### src/rtl/dmem_port_arbiter.sv
// dmem_port_arbiter: shares DMEM port B between NUM_REQ masters.
// Round-robin grant with burst lock and a MAX_BURST beat cap per grant.
// Memory-side outputs are registered. Read responses are routed back to the
// issuing requester RD_LAT cycles after mem_rden.
// Optional feature: define DMEM_ARB_FIXED_PRIO_EN to grant the lowest-index
// valid requester instead of rotating.
module dmem_port_arbiter #(
    parameter int NUM_REQ   = 2,
    parameter int ADDR_W    = 11,
    parameter int DATA_W    = 16,
    parameter int RD_LAT    = 1,
    parameter int MAX_BURST = 16
) (
    input  logic                        clk,
    input  logic                        rst,
    input  logic [NUM_REQ-1:0]          req_valid,
    input  logic [NUM_REQ-1:0]          req_wr,
    input  logic [NUM_REQ-1:0]          req_lock,
    input  logic [NUM_REQ*ADDR_W-1:0]   req_addr,
    input  logic [NUM_REQ*DATA_W-1:0]   req_wdata,
    output logic [NUM_REQ-1:0]          req_ready,
    output logic [NUM_REQ-1:0]          rsp_valid,
    output logic [DATA_W-1:0]           rsp_rdata,
    output logic [ADDR_W-1:0]           mem_addr,
    output logic [DATA_W-1:0]           mem_wdata,
    output logic                        mem_wren,
    output logic                        mem_rden,
    input  logic [DATA_W-1:0]           mem_rdata,
    output logic                        busy
);

    localparam int ID_W  = (NUM_REQ > 1) ? $clog2(NUM_REQ) : 1;
    localparam int CNT_W = $clog2(MAX_BURST) + 1;

    typedef enum logic {
        ST_IDLE,
        ST_OWNED
    } state_t;

    state_t              r_state;
    state_t              w_state_nxt;
    logic [ID_W-1:0]     r_owner;
    logic [ID_W-1:0]     w_owner_nxt;
    logic [CNT_W-1:0]    r_beat_cnt;
    logic [CNT_W-1:0]    w_beat_nxt;
    logic [CNT_W-1:0]    w_beat_inc;
    logic                w_accept;
    logic                w_release;

    logic                w_grant_found;
    logic [ID_W-1:0]     w_grant_id;

    logic                w_own_valid;
    logic                w_own_wr;
    logic                w_own_lock;
    logic [ADDR_W-1:0]   w_own_addr;
    logic [DATA_W-1:0]   w_own_wdata;

    logic [ADDR_W-1:0]   r_mem_addr;
    logic [DATA_W-1:0]   r_mem_wdata;
    logic                r_mem_wren;
    logic                r_mem_rden;
    logic [ID_W-1:0]     r_rd_id;

    logic [RD_LAT-1:0]   r_pipe_v;
    logic [ID_W-1:0]     r_pipe_id [RD_LAT];

`ifndef DMEM_ARB_FIXED_PRIO_EN
    logic [ID_W-1:0]     r_last_owner;
    logic [31:0]         w_last_u;
    assign w_last_u = 32'(r_last_owner);
`endif

    // Select the current owner's request fields.
    always_comb begin
        w_own_valid = 1'b0;
        w_own_wr    = 1'b0;
        w_own_lock  = 1'b0;
        w_own_addr  = '0;
        w_own_wdata = '0;
        for (int unsigned i = 0; i < NUM_REQ; i++) begin
            if (r_owner == ID_W'(i)) begin
                w_own_valid = req_valid[i];
                w_own_wr    = req_wr[i];
                w_own_lock  = req_lock[i];
                w_own_addr  = req_addr[i*ADDR_W +: ADDR_W];
                w_own_wdata = req_wdata[i*DATA_W +: DATA_W];
            end
        end
    end

    // Choose the next owner among the valid requesters.
    always_comb begin
        w_grant_found = 1'b0;
        w_grant_id    = '0;
`ifdef DMEM_ARB_FIXED_PRIO_EN
        for (int unsigned i = 0; i < NUM_REQ; i++) begin
            if (!w_grant_found && req_valid[i]) begin
                w_grant_found = 1'b1;
                w_grant_id    = ID_W'(i);
            end
        end
`else
        // Scan offsets 1..NUM_REQ past the last owner so the previous owner
        // is considered last.
        for (int unsigned k = 1; k <= NUM_REQ; k++) begin
            for (int unsigned i = 0; i < NUM_REQ; i++) begin
                if (!w_grant_found && req_valid[i] &&
                    (((w_last_u + k) % NUM_REQ) == i)) begin
                    w_grant_found = 1'b1;
                    w_grant_id    = ID_W'(i);
                end
            end
        end
`endif
    end

    assign w_beat_inc = r_beat_cnt + CNT_W'(1);

    // Next-state, acceptance and release decisions.
    always_comb begin
        w_state_nxt = r_state;
        w_owner_nxt = r_owner;
        w_beat_nxt  = r_beat_cnt;
        w_accept    = 1'b0;
        w_release   = 1'b0;
        case (r_state)
            ST_IDLE: begin
                if (w_grant_found) begin
                    w_state_nxt = ST_OWNED;
                    w_owner_nxt = w_grant_id;
                end
            end
            ST_OWNED: begin
                if (w_own_valid) begin
                    w_accept   = 1'b1;
                    w_beat_nxt = w_beat_inc;
                    if (!w_own_lock || (w_beat_inc == CNT_W'(MAX_BURST))) begin
                        w_release = 1'b1;
                    end
                end else begin
                    w_release = 1'b1;
                end
                if (w_release) begin
                    w_state_nxt = ST_IDLE;
                    w_beat_nxt  = '0;
                end
            end
            default: begin
                w_state_nxt = ST_IDLE;
                w_beat_nxt  = '0;
            end
        endcase
    end

    // State, owner and beat counter registers.
    always_ff @(posedge clk) begin
        if (rst) begin
            r_state    <= ST_IDLE;
            r_owner    <= '0;
            r_beat_cnt <= '0;
        end else begin
            r_state    <= w_state_nxt;
            r_owner    <= w_owner_nxt;
            r_beat_cnt <= w_beat_nxt;
        end
    end

`ifndef DMEM_ARB_FIXED_PRIO_EN
    // Remember who held the port last so the rotation moves past them.
    always_ff @(posedge clk) begin
        if (rst) begin
            r_last_owner <= ID_W'(NUM_REQ - 1);
        end else if (w_release) begin
            r_last_owner <= r_owner;
        end
    end
`endif

    // Register the accepted beat onto the memory port.
    always_ff @(posedge clk) begin
        if (rst) begin
            r_mem_addr  <= '0;
            r_mem_wdata <= '0;
            r_mem_wren  <= 1'b0;
            r_mem_rden  <= 1'b0;
            r_rd_id     <= '0;
        end else begin
            r_mem_wren <= w_accept & w_own_wr;
            r_mem_rden <= w_accept & ~w_own_wr;
            if (w_accept) begin
                r_mem_addr  <= w_own_addr;
                r_mem_wdata <= w_own_wdata;
                r_rd_id     <= r_owner;
            end
        end
    end

    // Track outstanding reads so each response returns to its issuer.
    always_ff @(posedge clk) begin
        if (rst) begin
            r_pipe_v <= '0;
            for (int unsigned i = 0; i < RD_LAT; i++) begin
                r_pipe_id[i] <= '0;
            end
        end else begin
            r_pipe_v[0]  <= r_mem_rden;
            r_pipe_id[0] <= r_rd_id;
            for (int unsigned i = 1; i < RD_LAT; i++) begin
                r_pipe_v[i]  <= r_pipe_v[i-1];
                r_pipe_id[i] <= r_pipe_id[i-1];
            end
        end
    end

    // Decode ready and response strobes from registered state only.
    always_comb begin
        req_ready = '0;
        rsp_valid = '0;
        for (int unsigned i = 0; i < NUM_REQ; i++) begin
            if ((r_state == ST_OWNED) && (r_owner == ID_W'(i))) begin
                req_ready[i] = 1'b1;
            end
            if (r_pipe_v[RD_LAT-1] && (r_pipe_id[RD_LAT-1] == ID_W'(i))) begin
                rsp_valid[i] = 1'b1;
            end
        end
    end

    assign rsp_rdata = r_pipe_v[RD_LAT-1] ? mem_rdata : '0;
    assign mem_addr  = r_mem_addr;
    assign mem_wdata = r_mem_wdata;
    assign mem_wren  = r_mem_wren;
    assign mem_rden  = r_mem_rden;
    assign busy      = (r_state == ST_OWNED) | r_mem_rden | (|r_pipe_v);

endmodule

### config.mk
export PLATFORM = sky130hd
export DESIGN_NAME = dmem_port_arbiter
export DESIGN_NICKNAME = d
export VERILOG_FILES = /design/src/rtl/dmem_port_arbiter.sv
export SDC_FILE = /design/constraint.sdc
export NUM_CORES = 1
export LEC_CHECK = 0
export BUFFER_PORTS_ARGS = -buffer_cell sky130_fd_sc_hd__buf_2
export CORE_ASPECT_RATIO = 1.5
export CORE_UTILIZATION = 30
export CTS_CLUSTER_SIZE = 30
export DETAILED_ROUTE_END_ITERATION = 10
export MAX_ROUTING_LAYER = met4
export REMOVE_ABC_BUFFERS = 1
export SLEW_MARGIN = 20
export SYNTH_ARGS = -nofsm -noshare
export SYNTH_HDL_FRONTEND = slang
export SYNTH_SLANG_ARGS = --single-unit
### constraint.sdc
create_clock -name clk -period 1.5 [get_ports clk]
set_input_delay 0.075 -clock clk [delete_from_list [all_inputs] [get_ports clk]]
set_output_delay 0.075 -clock clk [all_outputs]
set_load 0.05 [all_outputs]
# After elaboration in Yosys (flattened, before gate mapping)
# Memory sizes are Yosys's and may differ from the RTL's.
# Cells that the tools add are included.
# op_classes
addsub	3
n_eq_ne	1
mux	33
bitwise	8
reduce_logical	22
# ops
operator	count
zero test 32 bit	2
2-to-1 mux 16 bit	2
2-to-1 mux 1 bit	27
logical AND 1 bit	11
2-to-1 mux 11 bit	1
2-to-1 mux 5 bit	2
adder 5 x 1 -> 5 bit (second input constant)	1
== test 5 bit (second input constant)	1
zero test 1 bit	4
inverter 1 bit	4
AND reduction 2 bit	2
adder 1 bit (second input constant)	2
AND 1 bit	2
OR 1 bit	2
case mux 1 bit (2 select lines)	1
nonzero test 2 bit	1
logical OR 1 bit	1
OR reduction 1 bit	1
# totals
regBits	39
mem_bits_rw	1
input_bits	78
elab_cells	78
n_memories	1
# mem_list
memory	words	word_bits	rd	rd_clocked_by_memory_dff	write_ports	line_no	rtl
r_pipe_id	1	1	1	0	1	66	logic [ID_W-1:0] r_pipe_id [RD_LAT];

# Depth between registers and ports, before layout
# Gate-level depths: netlist of the first run.
# depth
ltp_word	18
mapped_depth	7
mapped_depth_nobuf	5

# Worst setup path before layout of the first run
# OpenSTA, ideal clock, no wires.
# synth_path
kind	register to output
from	reg r_state
to	out req_ready[0]
t_arrival_ns	1.416
slack_ns	0.009
stages_incl_launch_ff	4
path_cell_list	dfxtp_1 > buf_2 > clkbuf_1 > nor2b_1
# synth_via
elab_chain_cells	2
# synth_rtl
item	line_no	rtl
start: declaration	40	state_t r_state;
start signal: assignment	163	r_state <= w_state_nxt;
logical AND 1 bit	221	if ((r_state == ST_OWNED) && (r_owner == ID_W'(i))) begin
2-to-1 mux 1 bit	221	
end: declaration	21	output logic [NUM_REQ-1:0] req_ready,
# No other way between the ends.

# Final worst setup path of the first run
# layout_path
from	reg r_state
to	out busy
# layout_via
elab_chain_cells	2
# layout_rtl
item	line_no	rtl
OR 1 bit (2 in series)	235	assign busy = (r_state == ST_OWNED) | r_mem_rden | (|r_pipe_v);
end: declaration	29	output logic busy
# No other way between the ends.

==> metrics.txt, run 1 <==
result of the run=finished, final reports clean; Post-synth top flop=sky130_fd_sc_hd__dfxtp_1; final antenna-violating net count=0; biggest fanout along the worst timing path=17; maximum number of pins on one net before global-route repair=31; number of endpoints failing setup at the final stage=0; Die X=68.97 um; asr flop ratio synth=0%; top cell type's share of synthesized area=39.68%; total count of max-transition violations in the final report=0; Data arrival, critical path=1340 ps; transition at the pin with the smallest max-transition slack=approximately 370 ps; setup skew after layout=7.187 ps; count of nets after finishing=418; Iteration-0 DRC Markers=62; Clock H-tree levels=2; Total Wirelength=4645 um; setup repair after global routing missed its margin=false; number of remaining DRC errors=0; total instance count after detailed placement=roughly 410; Port Buffer Count=127; CTS tree=done; Worst Path Class, Setup=reg -> out; number of library cell types mapped by synthesis=37; Cell Area, Synth=between 2000 and 2500 um2; average cell area after synthesis=9.431 um2; Yosys Warn Count=0; Max clock buf depth=2; EDFF count, synth=0; Yosys reg bits=40; clk_lat worst skew=290 ps; number of violations of the max-capacitance limit=0; Die Footprint=7066 um2; gr usage total=14.26%; proportion of layout cells with a drive suffix above 1=a little under half; leading cell type by number of instances after synthesis=sky130_fd_sc_hd__dfxtp_1; Post-CTS Setup Repair Bufs=0; CP Capture Type=output port; Die Y=102.5 um; antenna violations before repair=0; Synth-to-Final Area Change=41.85%; Final Hold Vio Count=0; fin cells=416; Post-DP HPWL=around 3600 um; wire length of the first global-routing pass=7438 um; number of clock sinks seen by CTS=40; post-route cell area=2863 um2; Final GP Congestion=0.8072; share of synthesized area occupied by flip-flops and latches=39.68%; largest cells by area after synthesis=sky130_fd_sc_hd__dfxtp_1 (40%), sky130_fd_sc_hd__mux2i_1 (15%), sky130_fd_sc_hd__a211oi_2 (6.8%); worst IR drop on VDD=594.8 uV; Hold Crit Class=in -> reg; Final min period=approximately 1400 ps; leading post-synthesis cells by instance count=sky130_fd_sc_hd__dfxtp_1 (40), sky130_fd_sc_hd__nor2_1 (32), sky130_fd_sc_hd__mux2i_1 (30); CTS buffer count=5; leakage power=1.343 nW; cell area after placement=2740 um2; I/O pin total=128; power density over the cells=999.1 nW/um2; detailed-routing iteration count for the pre-antenna-repair pass=4; library cell occupying the most area in the post-synthesis netlist=sky130_fd_sc_hd__dfxtp_1; M1 wire length=1874 um; CP startpoint kind=flip-flop; Routed met3 length=372 um; WL met2=2330 um; master cell of the clock root buffer=sky130_fd_sc_hd__clkbuf_8; number of flip-flops under the largest register name=16; vias in the first global route=1787; antenna diode instance count=0; worst relative slew slack=between 70% and 80%; vias per cell=4.712; Site Rows=36; highest metal layer with signal wires=met4; initial standard-cell utilization of the core=between 30% and 40%; number of instances in the synthesized netlist=about 210; clock transition at the register clock pins on the worst setup and hold paths after CTS=roughly 70 ps; FMAX=708.2 MHz; Placeable Area=6486 um2; ratio of final minimum period to clock period=94.14%; required time worst endpoint=approximately 1400 ps; Congestion Overflow GR=0; DR WL/cell=about 11 um; Via Count=1960
==> cells in the final DEF (no fill, tap or decap), types with 3 or more instances in the layout <==
cell                       Yosys  final
sky130_fd_sc_hd__buf_2         7    127
sky130_fd_sc_hd__dfxtp_1      40     38
sky130_fd_sc_hd__nor2_1       32     32
sky130_fd_sc_hd__mux2i_1      30     30
sky130_fd_sc_hd__and2_1       18     18
sky130_fd_sc_hd__a211oi_1     16     16
sky130_fd_sc_hd__a211oi_2     11     11
sky130_fd_sc_hd__clkbuf_8      0      6
sky130_fd_sc_hd__buf_4         2      6
sky130_fd_sc_hd__nand2_1       5      5
sky130_fd_sc_hd__nor2b_1       5      4
sky130_fd_sc_hd__a21oi_1       4      4
sky130_fd_sc_hd__and3_1        3      3
sky130_fd_sc_hd__o21ai_0       3      3
sky130_fd_sc_hd__nor3_1        3      3
==> final timing paths <==
| path | startpoint | end | slack, ps | cells after the start |
|---|---|---|---|---|
| min | req_valid[1] | r_owner | 110 | 3 |
| min reg2reg | mem_rden | r_pipe_v | 480 | 1 |
| max reg2reg | r_beat_cnt[0] | r_beat_cnt[4] | 170 | 5 |
| max | r_state | busy | 90 | 3 |
==> critical path: stages (launching register included) <==
cell and delay, ps:
sky130_fd_sc_hd__dfxtp_1 310, sky130_fd_sc_hd__buf_4 180, sky130_fd_sc_hd__or3_1 340, sky130_fd_sc_hd__buf_2 210
==> area by class of cell <==
class | count | area (um2)
clock buffer | 6 | 82.58
clock inverter | 2 | 38.79
fill | 679 | 3623
inverter | 2 | 7.507
multi-input combinational | 155 | 1115
sequential | 40 | 803.3
tap | 76 | 95.09
timing repair buffer | 135 | 720.7
==> kinds of logic after synthesis <==
logic type	Yosys count	synth area share (%)
buffers and inverters	19	5.455
flip-flops	40	39.68
adder cells (fa/ha/maj)	1	0.6199
AND/OR/NAND/NOR	80	20.89
AO/OA/AOI/OAI	44	18.48
multiplexers	30	14.88
==> power by group <==
| part | total (mW) | switching (mW) | leakage, nW | internal, mW |
|---|---|---|---|---|
| registers | 1.17 | 0.0391 | 0.328 | 1.13 |
| clock network | 0.917 | 0.373 | 0.0614 | 0.544 |
| logic | 0.769 | 0.495 | 0.954 | 0.274 |
| total | 2.86 | 0.908 | 1.34 | 1.95 |
==> metal layers <==
| metal | track usage (%) | up-vias |
|---|---|---|
| met1 | 14.78 | 852 |
| met4 | 5.181 | 0 |
| met3 | 2.679 | 6 |
| met2 | 25.77 | 92 |
| met5 | - | - |
| li1 | - | 1010 |
==> repair_timing <==
item	4_1_cts	5_1_grt
hold buffers	0	0
endpoints found under the hold margin	0	0
setup endpoints to repair	0	18
gates resized for setup	0	1
==> per-stage QoR <==
stage	hold slack, ps	power, mW	setup slack (ps)	TNS [ps]	utilization [%]
after floorplan	139.6	1.712	-2532	-78460	-
after global placement	414.0	1.968	218.3	0	42.25
after detailed placement	414.7	1.978	195.5	0	42.25
after CTS	109.0	2.920	54.99	0	44.12
after global routing	129.9	3.031	4.203	0	44.14
final	111.6	2.860	87.94	0	44.14
(Power assumes the default switching activity.)
==> run 2: changes to the inputs <==
--- a/config.mk
+++ b/config.mk
@@ -5,6 +5,7 @@
 export SDC_FILE = /design/constraint.sdc
 export NUM_CORES = 1
 export LEC_CHECK = 0
+export ABC_AREA = 1
 export BUFFER_PORTS_ARGS = -buffer_cell sky130_fd_sc_hd__buf_2
 export CORE_ASPECT_RATIO = 1.5
 export CORE_UTILIZATION = 30
==> run 2 against run 1 <==
  * Design area shrank 2.6%
  * Maximum frequency is 4.3% higher
  * Final cell count rose by 19%
  * Register-to-register slack barely moved
  * Combinational power is 12% lower
  * Die area fell by 0.79%
  * Clock power fell by 4.6%
  * Sequential cell count unchanged
  * Count of clock-buffer cells in the layout is 1 lower
  * Global-route usage up 0.66 points
  * Hold slack worse by 44 ps
  * Critical path depth unchanged
  * Critical endpoint is now req_ready[0]
  * Largest power group unchanged
==> metrics.txt, run 2 <==
result of the run=finished, final reports clean; ratio of final minimum period to clock period=90.26% (-3.9 points); clk_lat worst skew=290 ps (about the same); clock transition at the register clock pins on the worst setup and hold paths after CTS=80 ps (about the same); Routed met3 length=384 um (+3.2%); fin cells=496 (+19%); delay of the slowest critical-path stage=410 ps (+70 ps); required time worst endpoint=1420 ps (about the same); setup skew after layout=8.024 ps (+0.8369 ps); number of remaining DRC errors=0 (unchanged); detailed-routing iteration count for the pre-antenna-repair pass=4 (unchanged); DR WL/cell=10.20 um (-8.7%); Setup TNS Final=0 ps (unchanged); Hold Crit Class=in -> reg; total instance count after detailed placement=488 (+20%); Final Hold Vio Count=0 (unchanged); final antenna-violating net count=0 (unchanged); Clock H-tree levels=2 (unchanged); FMAX=738.6 MHz (+4.3%); I/O pin total=128 (unchanged); worst IR drop on VDD=545.0 uV (-8.4%); Worst Slack Setup Final=146.1 ps (+58.18 ps); Final GP Congestion=0.7521 (-6.8%); master cell of the clock root buffer=sky130_fd_sc_hd__clkbuf_8; Placeable Area=6486 um2 (unchanged); Iteration-0 DRC Markers=85 (+37%); Crit path max-delay family=buffers and inverters; worst setup slack for register-to-register paths=170 ps (about the same); gr usage total=14.92% (+0.66 points); number of endpoints failing setup at the final stage=0 (unchanged); count of nets after finishing=498 (+19%); commonest non-fill, non-tap cells in the layout=sky130_fd_sc_hd__buf_2 (127), sky130_fd_sc_hd__a21oi_1 (63), sky130_fd_sc_hd__inv_1 (57); ordered cell list for the critical path=inv_1 -> nor2_1 -> buf_2; CP startpoint kind=flip-flop; biggest fanout along the worst timing path=8 (-9); M1 wire length=2129 um (+14%); antenna diode instance count=0 (unchanged); worst setup slack after placement=129.2 ps (-66.24 ps); vias per cell=4.429 (-6.0%); sequential cell area in the final layout=803.3 um2 (unchanged); leading cell type by number of instances after synthesis=sky130_fd_sc_hd__a21oi_1; average cell area after synthesis=6.740 um2 (-29%); Site Rows=36 (unchanged); number of instances in the synthesized netlist=297 (+39%); most frequent standard cell in the layout excluding fill and tap cells=sky130_fd_sc_hd__buf_2; CTS tree=done; Post-CTS Resized=0 (unchanged); vias in the first global route=1789 (+0.11%); Cell Area, Synth=2002 um2 (-0.81%); total of fill cells in the finished design=707 (+4.1%); proportion of layout cells with a drive suffix above 1=35.71% (-11 points); area taken by multi-input logic gates=860.8 um2 (-23%); number of library cell types mapped by synthesis=24 (-35%); Post-synth top flop=sky130_fd_sc_hd__dfxtp_1; Data arrival, critical path=1280 ps (-60 ps); CP Capture Type=output port; WL met2=2417 um (+3.7%); setup repair after global routing missed its margin=false; Overall Power=2.724 mW (-4.7%); antenna violations before repair=0 (unchanged); wire length of the first global-routing pass=7652 um (+2.9%); Yosys reg bits=40 (unchanged); Max clock buf depth=2 (unchanged); crit path buf inv count=2 (unchanged); transition at the pin with the smallest max-transition slack=369.0 ps (-2.086 ps); Port Buffer Count=127 (unchanged); number of clock sinks seen by CTS=40 (unchanged); Final min period=1354 ps (-58.18 ps); Post-CTS Setup Repair Bufs=0 (unchanged); library cell occupying the most area in the post-synthesis netlist=sky130_fd_sc_hd__dfxtp_1; initial standard-cell utilization of the core=30.86% (-0.25 points); power density over the cells=977.3 nW/um2 (-2.2%); Die Y=102.0 um (-0.40%); worst relative slew slack=75.37% (+0.11 points); slowest CP cell=sky130_fd_sc_hd__dfxtp_1; highest metal layer with signal wires=met4; Worst Path Class, Setup=reg -> out; Die Footprint=7010 um2 (-0.79%); Via Count=2197 (+12%); share of synthesized area occupied by flip-flops and latches=40.00% (+0.32 points); EDFF count, synth=0 (unchanged); Yosys Warn Count=0 (unchanged); asr flop ratio synth=0% (unchanged); total count of max-transition violations in the final report=0 (unchanged); Post-DP HPWL=3819 um (+4.9%); leading post-synthesis cells by instance count=sky130_fd_sc_hd__a21oi_1 (63), sky130_fd_sc_hd__inv_1 (57), sky130_fd_sc_hd__dfxtp_1 (40); number of hold-repair buffers added at the cts stage=0 (unchanged); Synth-to-Final Area Change=39.25%; top cell type's share of synthesized area=40.00% (+0.32 points); number of flip-flops under the largest register name=16 (unchanged); CTS buffer count=5 (unchanged); largest cells by area after synthesis=sky130_fd_sc_hd__dfxtp_1 (40%), sky130_fd_sc_hd__a21oi_1 (16%), sky130_fd_sc_hd__inv_1 (11%); Total Wirelength=5057 um (+8.9%); Die X=68.70 um (-0.39%); leakage power=1.657 nW (+23%); maximum number of pins on one net before global-route repair=56 (+81%); Congestion Overflow GR=0 (unchanged); number of violations of the max-capacitance limit=0 (unchanged); hold slack=67.77 ps (-43.78 ps)
## run 2: cell types whose count changed after synthesis, moves of 11 or more
| cell | delta |
|---|---|
| sky130_fd_sc_hd__inv_1 | +55 |
| sky130_fd_sc_hd__o21ai_1 | +22 |
| sky130_fd_sc_hd__mux2i_1 | -29 |
| sky130_fd_sc_hd__a211oi_2 | -11 |
| sky130_fd_sc_hd__a21oi_1 | +59 |
| sky130_fd_sc_hd__nand2_1 | +30 |
| sky130_fd_sc_hd__a211oi_1 | -16 |
| sky130_fd_sc_hd__and2_1 | -18 |
## run 2: worst paths after layout
| check | start | end | depth (start not counted) |
|---|---|---|---|
| worst min register to register | r_rd_id | r_pipe_id[0] | 2 |
| worst min-delay path | req_wdata[22] | mem_wdata[6] | 3 |
| worst max register to register | r_beat_cnt[0] | r_last_owner | 8 |
| worst max-delay path | r_state | req_ready[0] | 3 |
## run 2: worst reg2reg max path, stage by stage, from the launching register on
cell and delay, ps:
sky130_fd_sc_hd__dfxtp_1 380, sky130_fd_sc_hd__ha_2 230, sky130_fd_sc_hd__nand3_1 80, sky130_fd_sc_hd__nand2_1 70, sky130_fd_sc_hd__nand2_1 80, sky130_fd_sc_hd__nand3_2 120, sky130_fd_sc_hd__nand2_1 90, sky130_fd_sc_hd__a21oi_1 120
sky130_fd_sc_hd__nand2_1 50
## run 2: area by class of cell
type                    count  area share [%]
inverters                  59           8.214
clock buffers               5           2.469
multi-input cells         179           30.88
repair buffers            134           24.69
flip-flops and latches     40           28.82
well taps                  76           3.411
clock inverters             3           1.526
## run 2: routing by layer
layer  up-vias  track usage, %
met5         -               -
met4         0           7.221
met3         8           3.348
met2        89           24.81
met1       911           16.40
li1       1189               -
## run 2: cell families (layout without fill, tap and decap cells)
| family | count (synthesis) | after routing | synth area share (%) |
|---|---|---|---|
| and+or+nand+nor | 81 | 81 | 16.75 |
| adders and majority gates | 1 | 1 | 0.6249 |
| DFF | 40 | 40 | 40.00 |
| buffers and inverters | 78 | 201 | 17.13 |
| AOI/OAI and AO/OA | 96 | 96 | 25.00 |
| muxes | 1 | 1 | 0.5000 |
## run 2: power breakdown
part | switching (mW) | total, mW | leakage, nW | internal, mW
logic | 0.467 | 0.680 | 1.28 | 0.213
clock network | 0.383 | 0.875 | 0.0541 | 0.492
registers | 0.0400 | 1.17 | 0.328 | 1.13
## run 2: through the flow
| step | utilization (%) | cell area (um2) |
|---|---|---|
| global placement | 41.17 | 2670 |
| CTS | 42.88 | 2781 |
| floorplan | - | 1886 |
| detailed placement | 41.17 | 2670 |
| global route | 42.98 | 2788 |
| finish | 42.98 | 2788 |
==> run 3: changes to the inputs <==
--- a/config.mk
+++ b/config.mk
@@ -12,6 +12,7 @@
 export CTS_CLUSTER_SIZE = 30
 export DETAILED_ROUTE_END_ITERATION = 10
 export MAX_ROUTING_LAYER = met4
+export RECOVER_POWER = 100
 export REMOVE_ABC_BUFFERS = 1
 export SLEW_MARGIN = 20
 export SYNTH_ARGS = -nofsm -noshare
==> run 3 against run 2 <==
  * Critical path depth unchanged
  * Largest cell class unchanged
  * Sequential share of layout area grew 0.38 points
  * Non-clock buffer count unchanged
  * Register-to-register slack hardly changed
  * Hold slack worse by 1.5 ps
  * Utilization decreased by 0.56 points
  * Clock skew is 0.59 ps lower
  * Total power is 0.85% lower
  * Maximum frequency decreased by 1.6%
  * Sequential power is essentially flat
  * Setup slack got worse by 23 ps
==> metrics.txt, run 3 (synthesis gave the netlist of run 2 again) <==
Port Buffer Count=127 (unchanged); ratio of final minimum period to clock period=91.76% (+1.5 points); number of remaining DRC errors=0 (unchanged); Data arrival, critical path=1300 ps (+20 ps); Die Y=102.0 um (unchanged); master cell of the clock root buffer=sky130_fd_sc_hd__clkbuf_8; number of violations of the max-capacitance limit=0 (unchanged); result of the run=finished, final reports clean; transition at the pin with the smallest max-transition slack=634.7 ps (+265.7 ps); gr usage total=14.92% (unchanged); required time worst endpoint=1420 ps (about the same); Site Rows=36 (unchanged); setup repair after global routing missed its margin=false; Worst Path Class, Setup=reg -> out; final antenna-violating net count=0 (unchanged); vias per cell=4.413 (-0.36%); power density over the cells=981.8 nW/um2 (+0.46%); initial standard-cell utilization of the core=30.86% (unchanged); count of nets after finishing=498 (unchanged); clock transition at the register clock pins on the worst setup and hold paths after CTS=80 ps (about the same); proportion of layout cells with a drive suffix above 1=28.81% (-6.9 points); FMAX=726.5 MHz (-1.6%); Post-DP HPWL=3819 um (unchanged); leakage power=1.519 nW (-8.3%); Iteration-0 DRC Markers=90 (+5.9%); Final min period=1376 ps (+22.54 ps); Clock H-tree levels=2 (unchanged); clk_lat worst skew=290 ps (about the same); Via Count=2189 (-0.36%); CTS tree=done; final cell utilization of the core=42.42% (-0.56 points); worst relative slew slack=57.87% (-18 points); number of endpoints failing setup at the final stage=0 (unchanged); Overall Power=2.701 mW (-0.85%); setup skew after layout=7.433 ps (-0.5913 ps); antenna diode instance count=0 (unchanged); vias in the first global route=1789 (unchanged); Synth-to-Final Area Change=37.44%; Max clock buf depth=2 (unchanged); biggest fanout along the worst timing path=8 (unchanged); Placeable Area=6486 um2 (unchanged); Final Hold Vio Count=0 (unchanged); number of hold-repair buffers added at the cts stage=0 (unchanged); CP startpoint kind=flip-flop; maximum number of pins on one net before global-route repair=56 (unchanged); Final GP Congestion=0.7521 (unchanged); antenna violations before repair=0 (unchanged); Total Wirelength=5057 um (unchanged); most frequent standard cell in the layout excluding fill and tap cells=sky130_fd_sc_hd__buf_2; CP Capture Type=output port; wire length of the first global-routing pass=7652 um (unchanged); I/O pin total=128 (unchanged); Congestion Overflow GR=0 (unchanged); commonest non-fill, non-tap cells in the layout=sky130_fd_sc_hd__buf_2 (77), sky130_fd_sc_hd__a21oi_1 (63), sky130_fd_sc_hd__inv_1 (57); worst IR drop on VDD=543.2 uV (-0.33%); detailed-routing iteration count for the pre-antenna-repair pass=4 (unchanged); CTS buffer count=5 (unchanged); total count of max-transition violations in the final report=0 (unchanged); Die X=68.70 um (unchanged); DR WL/cell=10.20 um (unchanged); Die Footprint=7010 um2 (unchanged); number of flip-flops under the largest register name=16 (unchanged); number of clock sinks seen by CTS=40 (unchanged); Hold Crit Class=in -> reg
## run 3: cell count changes in the layout (fill, tap and decap cells not counted)
cell,previous run,this run
sky130_fd_sc_hd__buf_4,7,6
sky130_fd_sc_hd__o21ai_0,8,24
sky130_fd_sc_hd__clkbuf_1,0,29
sky130_fd_sc_hd__buf_2,127,77
sky130_fd_sc_hd__clkbuf_2,0,21
sky130_fd_sc_hd__o21ai_1,22,6
sky130_fd_sc_hd__clkbuf_4,0,1
## run 3: final timing paths
kind | to | startpoint | slack (ps) | depth (start not counted)
worst max-delay path | req_ready[0] | r_state | 120 | 3
worst min-delay path | mem_addr[8] | req_addr[19] | 70 | 3
worst max register to register | r_last_owner | r_beat_cnt[0] | 170 | 8
worst min register to register | r_pipe_id[0] | r_rd_id | 420 | 2
## run 3: per-stage QoR
step                setup TNS (ps)  hold slack, ps  setup WS, ps  std cells  area (um2)
global placement                 0           362.0         197.5        488        2670
finish                           0           66.27         123.6        496        2751
CTS                              0           56.76         41.69        496        2781
global route                     0           64.01         19.60        496        2751
detailed placement               0           369.8         129.2        488        2670
floorplan                   -24570           144.1        -691.8        278        1886
## run 3: final cells by class
cell class | instances | area, um2
fill | 720 | 3735
multi-input combinational | 179 | 860.8
sequential | 40 | 803.3
clock buffer | 5 | 68.82
tap | 76 | 95.09
clock inverter | 3 | 42.54
inverter | 59 | 229.0
timing repair buffer | 134 | 651.9
## run 3: timing repair
action                                  4_1_cts  5_1_grt
endpoints found under the setup margin        0       15
gates resized for setup                       0        3
setup buffers                                 0        0
## run 3: where the power goes
group          switching (mW)  internal [mW]
clock network           0.381          0.492
registers              0.0397           1.13
logic                   0.465          0.193
## run 3: layer usage
layer	global-route usage (%)	up-vias	share of wire, %
li1	-	1187	-
met1	16.40	905	42
met2	24.81	89	48
met3	3.348	8	7.3
met4	7.221	0	2.5
met5	-	-	0
## run 3: worst max-delay path, stage by stage, from the launching register on
cell	delay (ps)
sky130_fd_sc_hd__dfxtp_1	410
sky130_fd_sc_hd__inv_1	180
sky130_fd_sc_hd__nor2_1	140
sky130_fd_sc_hd__clkbuf_2	290
